## config.mk

```make
export PLATFORM = sky130hd
export DESIGN_NAME = clock_ctrl_flat
export DESIGN_NICKNAME = d
export VERILOG_FILES = /design/src/rtl/clock_ctrl_if.sv /design/src/rtl/clock_ctrl.sv /design/src/flat_wrapper.sv
export SDC_FILE = /design/constraint.sdc
export NUM_CORES = 1
export LEC_CHECK = 0
export ABC_AREA = 0
export CORE_UTILIZATION = 45
export CTS_CLUSTER_SIZE = 8
export DETAILED_ROUTE_END_ITERATION = 8
export PLACE_DENSITY = 0.72
export SYNTH_ARGS = -nofsm -noshare
export SYNTH_HDL_FRONTEND = slang
export SYNTH_SLANG_ARGS = --single-unit
export TNS_END_PERCENT = 5
```

## constraint.sdc

```tcl
create_clock -name clk -period 2.7 [get_ports clk]
set_input_delay 0.54 -clock clk [delete_from_list [all_inputs] [get_ports clk]]
set_output_delay 0.54 -clock clk [all_outputs]
set_load 0.02 [all_outputs]
```

## src/rtl/clock_ctrl_if.sv

```systemverilog
// Button inputs and pulse outputs between the clock sequencer and its neighbours.
// The master drives the raw buttons. The slave (clock_ctrl) drives the en/inc/dec/state pulses.
interface clock_ctrl_if;
  logic btn_inc;
  logic btn_dec;
  logic btn_state;
  logic en;
  logic inc;
  logic dec;
  logic state;

  modport master (output btn_inc, btn_dec, btn_state, input en, inc, dec, state);
  modport slave  (input btn_inc, btn_dec, btn_state, output en, inc, dec, state);
endinterface

```

## src/rtl/clock_ctrl.sv

```systemverilog
// Input sequencer for the clock datapath. It synchronizes and debounces the pushbuttons,
// auto-repeats inc/dec, arbitrates single-cycle pulses and generates the 1 Hz en tick.
module clock_ctrl #(
  parameter int TICK_DIV     = 500,
  parameter int DEBOUNCE     = 4,
  parameter int REPEAT_DELAY = 250,
  parameter int REPEAT_RATE  = 50
) (
  input  logic         clk,
  input  logic         reset,
  clock_ctrl_if.slave  io
);

  localparam int TMAX = (REPEAT_DELAY > REPEAT_RATE) ? REPEAT_DELAY : REPEAT_RATE;
  localparam int TW   = $clog2(TMAX + 1);
  localparam int DBW  = $clog2(DEBOUNCE + 1);
  localparam int PW   = $clog2(TICK_DIV + 1);
  localparam logic [TW-1:0] T_DELAY = TW'(REPEAT_DELAY);
  localparam logic [TW-1:0] T_RATE  = TW'(REPEAT_RATE);
  localparam logic [TW-1:0] T_ONE   = TW'(1);

  typedef enum logic [1:0] {IDLE, HOLD, REPEAT} rpt_state_e;

  // Bit order in every 3-bit vector: [0]=inc, [1]=dec, [2]=state.
  logic [2:0]     raw;
  logic [2:0]     sync1_q, sync2_q;
  logic [2:0]     lvl_q, lvl_d, lvl_prev_q;
  logic [DBW-1:0] db_cnt_q [3];
  logic [DBW-1:0] db_cnt_d [3];
  logic [2:0]     rise;
  logic           lock_q, lock_d, locked;

  rpt_state_e     rpt_q [2];
  logic [TW-1:0]  tmr_q [2];
  logic [1:0]     rreq_q;
  logic           sreq_q;

  logic [1:0]     pend_q, pend_d;
  logic           want_s, want_i, want_d;
  logic           en_q, en_d, inc_q, inc_d, dec_q, dec_d, state_q, state_d;
  logic [PW-1:0]  pre_q, pre_d;

  assign raw = {io.btn_state, io.btn_dec, io.btn_inc};

  // Debounce: the level flips after DEBOUNCE consecutive disagreeing samples.
  always_comb begin
    lvl_d = lvl_q;
    for (int i = 0; i < 3; i++) begin
      db_cnt_d[i] = '0;
      if (sync2_q[i] != lvl_q[i]) begin
        if (db_cnt_q[i] == DBW'(DEBOUNCE - 1)) lvl_d[i] = sync2_q[i];
        else                                   db_cnt_d[i] = db_cnt_q[i] + 1'b1;
      end
    end
  end

  assign rise   = lvl_q & ~lvl_prev_q;
  // Lockout latches while both inc and dec are down and holds until both are up.
  assign locked = (lvl_q[0] & lvl_q[1]) | lock_q;
  assign lock_d = (lvl_q[0] & lvl_q[1]) | (lock_q & (lvl_q[0] | lvl_q[1]));

  // Repeat FSMs for inc/dec. They issue registered one-cycle requests into the arbiter.
  always_ff @(posedge clk or posedge reset) begin
    if (reset) begin
      for (int i = 0; i < 2; i++) begin
        rpt_q[i] <= IDLE;
        tmr_q[i] <= '0;
      end
      rreq_q <= '0;
      sreq_q <= 1'b0;
    end else begin
      sreq_q <= rise[2];
      for (int i = 0; i < 2; i++) begin
        rreq_q[i] <= 1'b0;
        if (locked || !lvl_q[i]) begin
          rpt_q[i] <= IDLE;
          tmr_q[i] <= '0;
        end else begin
          case (rpt_q[i])
            IDLE: begin
              if (rise[i]) begin
                rpt_q[i]  <= HOLD;
                tmr_q[i]  <= T_DELAY;
                rreq_q[i] <= 1'b1;
              end
            end
            HOLD, REPEAT: begin
              if (tmr_q[i] == T_ONE) begin
                rpt_q[i]  <= REPEAT;
                tmr_q[i]  <= T_RATE;
                rreq_q[i] <= 1'b1;
              end else begin
                tmr_q[i] <= tmr_q[i] - 1'b1;
              end
            end
            default: rpt_q[i] <= IDLE;
          endcase
        end
      end
    end
  end

  // Arbiter: state > inc > dec. A loser waits in its pending flag; repeat requests merge.
  always_comb begin
    want_s  = sreq_q;
    want_i  = (rreq_q[0] | pend_q[0]) & ~locked;
    want_d  = (rreq_q[1] | pend_q[1]) & ~locked;
    state_d = want_s;
    inc_d   = want_i & ~want_s;
    dec_d   = want_d & ~want_s & ~want_i;
    pend_d  = {want_d & ~dec_d, want_i & ~inc_d};
    en_d    = (pre_q == PW'(TICK_DIV - 1));
    if (state_d || en_d) pre_d = '0;
    else                 pre_d = pre_q + 1'b1;
  end

  always_ff @(posedge clk or posedge reset) begin
    if (reset) begin
      sync1_q    <= '0;
      sync2_q    <= '0;
      lvl_q      <= '0;
      lvl_prev_q <= '0;
      for (int i = 0; i < 3; i++) db_cnt_q[i] <= '0;
      lock_q     <= 1'b0;
      pend_q     <= '0;
      pre_q      <= '0;
      en_q       <= 1'b0;
      inc_q      <= 1'b0;
      dec_q      <= 1'b0;
      state_q    <= 1'b0;
    end else begin
      sync1_q    <= raw;
      sync2_q    <= sync1_q;
      lvl_q      <= lvl_d;
      lvl_prev_q <= lvl_q;
      for (int i = 0; i < 3; i++) db_cnt_q[i] <= db_cnt_d[i];
      lock_q     <= lock_d;
      pend_q     <= pend_d;
      pre_q      <= pre_d;
      en_q       <= en_d;
      inc_q      <= inc_d;
      dec_q      <= dec_d;
      state_q    <= state_d;
    end
  end

  assign io.en    = en_q;
  assign io.inc   = inc_q;
  assign io.dec   = dec_q;
  assign io.state = state_q;

endmodule
```

## src/flat_wrapper.sv

```systemverilog
// flat-port wrapper written by rule: the top's interface ports become plain ports
module clock_ctrl_flat 
#(
  parameter int TICK_DIV     = 500,
  parameter int DEBOUNCE     = 4,
  parameter int REPEAT_DELAY = 250,
  parameter int REPEAT_RATE  = 50
)
  (clk, reset, io_btn_inc, io_btn_dec, io_btn_state, io_en, io_inc, io_dec, io_state);
  clock_ctrl_if io_i ();
  input  logic clk;
  input  logic reset;
  input wire logic [$bits(io_i.btn_inc)-1:0] io_btn_inc;
  input wire logic [$bits(io_i.btn_dec)-1:0] io_btn_dec;
  input wire logic [$bits(io_i.btn_state)-1:0] io_btn_state;
  output wire logic [$bits(io_i.en)-1:0] io_en;
  output wire logic [$bits(io_i.inc)-1:0] io_inc;
  output wire logic [$bits(io_i.dec)-1:0] io_dec;
  output wire logic [$bits(io_i.state)-1:0] io_state;
  assign io_i.btn_inc = io_btn_inc;
  assign io_i.btn_dec = io_btn_dec;
  assign io_i.btn_state = io_btn_state;
  assign io_en = io_i.en;
  assign io_inc = io_i.inc;
  assign io_dec = io_i.dec;
  assign io_state = io_i.state;
  clock_ctrl #(.TICK_DIV(TICK_DIV), .DEBOUNCE(DEBOUNCE), .REPEAT_DELAY(REPEAT_DELAY), .REPEAT_RATE(REPEAT_RATE)) u_core (.clk(clk), .reset(reset), .io(io_i));
endmodule
```

# After elaboration in Yosys (flattened, before gate mapping)
# Cells that the tools add are included.
# W data, S select, Z words.
# op_classes
addsub	6
reduce_logical	18
n_bitwise	21
n_mux	31
eq_ne	17
# ops
operator	n
$mux W8	6
$pmux W8 S2	2
$mux W3	6
$eq A8 B1 Y1 const B	2
$sub A8 B1 Y8 const B	2
$reduce_and A2 Y1	7
$mux W2	6
$ne A3 B1 Y1 const B	4
$add A3 B1 Y3 const B	3
$add A9 B1 Y9 const B	1
$and A1 B1 Y1	9
$eq A3 B2 Y1 const B	3
$eq A9 B9 Y1 const B	1
$mux W9	1
$pmux W2 S2	2
$mux W1	6
$reduce_bool A3 Y1	2
$not A1 Y1	5
$or A1 B1 Y1	5
$eq A2 B1 Y1 const B	2
$eq A2 B2 Y1 const B	2
$logic_not A2 Y1	2
$pmux W1 S2	2
$reduce_or A2 Y1	2
5 further kinds	10
# totals
regBits	60
out_inout_bits	4

# Depth between registers and ports, before layout
# depth
ltp_word	8
mapped_depth	6
mapped_depth_nobuf	6

# Worst setup path after synthesis
# Ideal clock, no wire load.
# synth_timing
path_type	flip-flop to flip-flop
from	reg u_core.tmr_q[1] (netlist name)
to	reg u_core.tmr_q[2] (netlist name)
setup_time_ns	0.082
t_arrival_ns	1.618
stages_incl_launch_ff	7
path_buffers	0
path_slack_ns	1.000
synth_period_minus_slack_ns	1.700
cell_sequence	dfrtp_1 inv_1 ha_1 nor4b_2 a21bo_1 or4_1 a31oi_1
# synth_between
elab_chain_cells	4
# synth_lines
item	line_no	text
start, declared	clock_ctrl.sv:34	logic [TW-1:0] tmr_q [2];
start signal, assigned by index	clock_ctrl.sv:93	tmr_q[i] <= tmr_q[i] - 1'b1;
$sub A8 B1 Y8 or $eq A8 B1 Y1 (tied branches)	clock_ctrl.sv:93, clock_ctrl.sv:88	
$mux W8 *	clock_ctrl.sv:88	if (tmr_q[i] == T_ONE) begin
$pmux W8 S2 *	clock_ctrl.sv:79	case (rpt_q[i])
$mux W8 *	clock_ctrl.sv:75	if (locked || !lvl_q[i]) begin
# Mark *: on every way between the ends. The rest lies on a longest branch, timed or not.
# A chain may end at the register's enable or synchronous reset.

# Final worst setup path
# layout_timing
from	reg u_core.rpt_q[1] (netlist name)
to	reg u_core.tmr_q[2] (netlist name)
# layout_between
elab_chain_cells	4
# layout_lines
item	line_no	text
start, declared	clock_ctrl.sv:33	rpt_state_e rpt_q [2];
start signal, assigned by index	clock_ctrl.sv:66	rpt_q[i] <= IDLE;
start signal, assigned by index	clock_ctrl.sv:76	rpt_q[i] <= IDLE;
start signal, assigned by index	clock_ctrl.sv:82	rpt_q[i] <= HOLD;
$eq A2 B1 Y1 or $eq A2 B2 Y1 (tied branches)	clock_ctrl.sv:79	
$reduce_or A2 Y1	clock_ctrl.sv:79	
$pmux W8 S2 or $reduce_bool A3 Y1 (tied branches)	n/a	
$mux W8 or $reduce_and A2 Y1 (tied branches)	n/a	
# Parallel ways exist; a longest one is shown, timed or not.

==> impl_metrics.csv <==
group,metric,value,unit
worst_setup_path,critPathLaunchType,"flop",
clock_network,clock_sinks,60,
timing,fin_setup_tns,0,ns
drt,drt_iter0_drc,89,
worst_setup_path,cp-startpoint,"u_core.rpt_q[1]$_DFFE_PP0P_",
layout,finalInstanceArea,3190,um^2
placement,dpl.cell_count,339,
clock_network,htreeDepth,3,
grt,antenna_found_initial,0,
placement,dpl_cell_area,2990,um^2
worst_setup_path,crit_fanout,12,
drt,finalWirelength,4760,um
die,die_x,81.2,um
clock_network,hold_buffers,0,
synthesis,synth-simple-area-share,18.3,%
timing,setup_viol,0,
layout,layout_commonest_cell,"dfrtp_1",
synthesis,yosysSeqAreaShare,53.2,%
status,run_status,"finished clean",
synthesis,synth_top_family_by_area,"simple AND/OR/NAND/NOR gates",
clock_network,clk_transition_reported_paths,0.07,ns
job,max-cap-violations,0,
worst_setup_path,crit_required,2.95,ns
power_and_ir_drop,p_per_area,1080,nW/um^2
clock_network,cts_tree,"built",
synthesis,synthFlopType,"dfrtp_1",
layout,stdcell_count,355,
layout,final_cell_mix,"dfrtp_1, nor2_1, a21oi_1",
timing,fin_skew,0.0105,ns
hold_path,hp-class,"flop to flop",
hold_path,worstHoldStart,"u_core.sync1_q[2]$_DFF_PP0_",
clock_network,clock_latency,0.34,ns
timing,final_max_slew_viol_count,0,
synthesis,synthesis.instances,259,
die,die_h,81.2,um
drt,avgViaCountPerCell,5.37,
placement,gp_congestion,0.808,
worst_setup_path,setup.worst_path.class,"flop to flop",
die,initial_utilization,47.1,%
synthesis,syn_nets,278,
synthesis,synth_edf_count,0,
timing,finalHoldViolCount,0,
synthesis,synth_xor_area_share,2.80,%
die,rows,28,
timing,worst_pin_slew,0.588,ns
grt,first_global_vias,1929,
die,coreArea,5990,um^2
worst_setup_path,slowest_stage,"ha_1",
clock_network,cts_setup_buffers,0,
grt,grt_max_degree,61,
clock_network,cts_resized,0,
clock_network,cts-root-buf,"clkbuf_8",
timing,min_period_over_period,71.7,%
grt,grt_pass1_wl,8740,um
synthesis,synth_compound_area_share,15.0,%
worst_setup_path,r2r_cells,5,
worst_setup_path,cp.arrival,2.19,ns
placement,port_buffers,8,
synthesis,synthMuxAreaShare,1.20,%
grt,grt_overflow,0,
timing,slew_headroom,60.8,%
hold_path,holdPathStages,0,
clock_network,clockBufferDepth,2,
synthesis,synthAdderAreaFrac,6.57,%
timing,timing.fmax,0.516,GHz
clock_network,cts_buffers,9,
synthesis,synth_area_per_cell,10.9,um^2
timing,rsz0062_at_grt,"false",
layout,num_antenna_cells,0,
worst_setup_path,max_stage_delay,0.48,ns
drt,remaining_drc_errors,0,
layout,layout-drive-gt1-share,11.1,%
drt,antenna_left,0,
die,io_pins,9,
power_and_ir_drop,p_leak,0.00141,uW
placement,dp_hpwl,3230,um
synthesis,ys_ff_latch,60,
worst_setup_path,crit_path_cell_trace,"inv_1 > ha_1 > a21bo_1 > or4_1 > a31oi_1",
synthesis,yosysUniqueCellTypes,54,
die,dieArea,6590,um^2
synthesis,netlist_area,2820,um^2
power_and_ir_drop,ir_drop,0.502,mV
grt,grt_use_total,17.9,%
worst_setup_path,timing.rr.start,"u_core.rpt_q[1]$_DFFE_PP0P_",
drt,route.vias.total,1907,
layout,areaGrowthSynthToFinish,13.3,%
synthesis,yosysWarnings,0,
drt,firstDrtPassIters,4,
layout,fin_nets,294,
worst_setup_path,endpoint_kind,"flop",
synthesis,synthArstFlopShare,100,%
drt,wl_per_cell,13.4,um
timing,period_needed,1.94,ns
final cells by class:
| class | count | area (um^2) |
|---|---|---|
| Clock inverter | 4 | 47.5 |
| Inverter | 16 | 60.1 |
| Multi-Input combinational cell | 179 | 1240 |
| Sequential cell | 60 | 1500 |
| Timing Repair Buffer | 9 | 100 |
| Fill cell | 511 | 2800 |
| Tap cell | 75 | 93.8 |
| Clock buffer | 12 | 155 |
where the power goes:
group	total [uW]	switching [uW]	leakage [uW]	internal, uW
Sequential	1420	262	0.000790	1160
Clock	815	342	0.000102	473
Combinational	1200	695	0.000518	509
worst max-delay path, delay by kind of cell (launching register included):
family / cells / cell delay [ns]
buffers and inverters: 1 / 0.07
DFF: 1 / 0.37
adders and majority gates: 1 / 0.48
and+or+nand+nor: 1 / 0.46
AOI/OAI and AO/OA: 2 / 0.48
worst paths after layout:
kind	endpoint	slack [ns]
worst max register to register	u_core.tmr_q[2]$_DFFE_PP0P_	0.76
max in group asynchronous	u_core.db_cnt_q[8]$_DFF_PP0_	1.87
worst min register to register	u_core.sync2_q[2]$_DFF_PP0_	0.35
worst max-delay path	u_core.tmr_q[2]$_DFFE_PP0P_	0.76
worst min-delay path	u_core.sync2_q[2]$_DFF_PP0_	0.35
min in group asynchronous	u_core.tmr_q[13]$_DFFE_PP0P_	0.58
per-stage QoR:
stage | utilization [%] | total power (uW) | setup slack [ns] | hold slack, ns
floorplan | - | 2340 | 0.675 | 0.331
global placement | 49.9 | 2580 | 0.854 | 0.333
detailed placement | 49.9 | 2630 | 0.755 | 0.335
CTS | 53.3 | 3470 | 0.741 | 0.349
global route | 53.3 | 3740 | 0.613 | 0.352
finish | 53.3 | 3440 | 0.763 | 0.347
cells in the mapped netlist (all sizes together) (3+ instances only):
library cell	instances	area share, %
nand2	16	2.1
a21oi	17	3.0
nor3b	6	1.6
a21o	4	1.1
xnor2	6	1.9
o41ai	3	0.93
nor3	12	2.9
a31oi	5	1.1
mux2	3	1.2
nor2	19	2.6
ha	14	6.2
nor2b	6	1.3
o21a	3	0.80
dfrtp	60	53
xor2	3	0.93
o21ai	14	2.5
inv	16	2.1
clkbuf	3	0.40
nand3	8	1.6
per-layer routing:
metal	vias to the layer above	share of wire [%]	track usage (%)
met5	-	0	0
met4	0	2.1	9.64
met3	9	2.2	4.72
met2	17	44	26.5
met1	914	52	23.8
li1	967	-	-
sequential cells by signal, summed over array words and instances, names as in the netlist:
name               count
u_core.lvl_prev_q      3
u_core.io.en           1
u_core.db_cnt_q        9
u_core.sync2_q         3
u_core.lvl_q           3
u_core.sreq_q          1
u_core.io.inc          1
u_core.rreq_q          2
u_core.pre_q           9
u_core.pend_q          2
u_core.io.dec          1
u_core.tmr_q          16
u_core.io.state        1
u_core.sync1_q         3
u_core.rpt_q           4
u_core.lock_q          1
cell families after synthesis:
logic type	after synthesis
compound gates	64
flops	60
buf+inv	20
xor+xnor	9
simple gates	88
fa+ha+maj	15
mux	3
(Power assumes the default switching activity.)
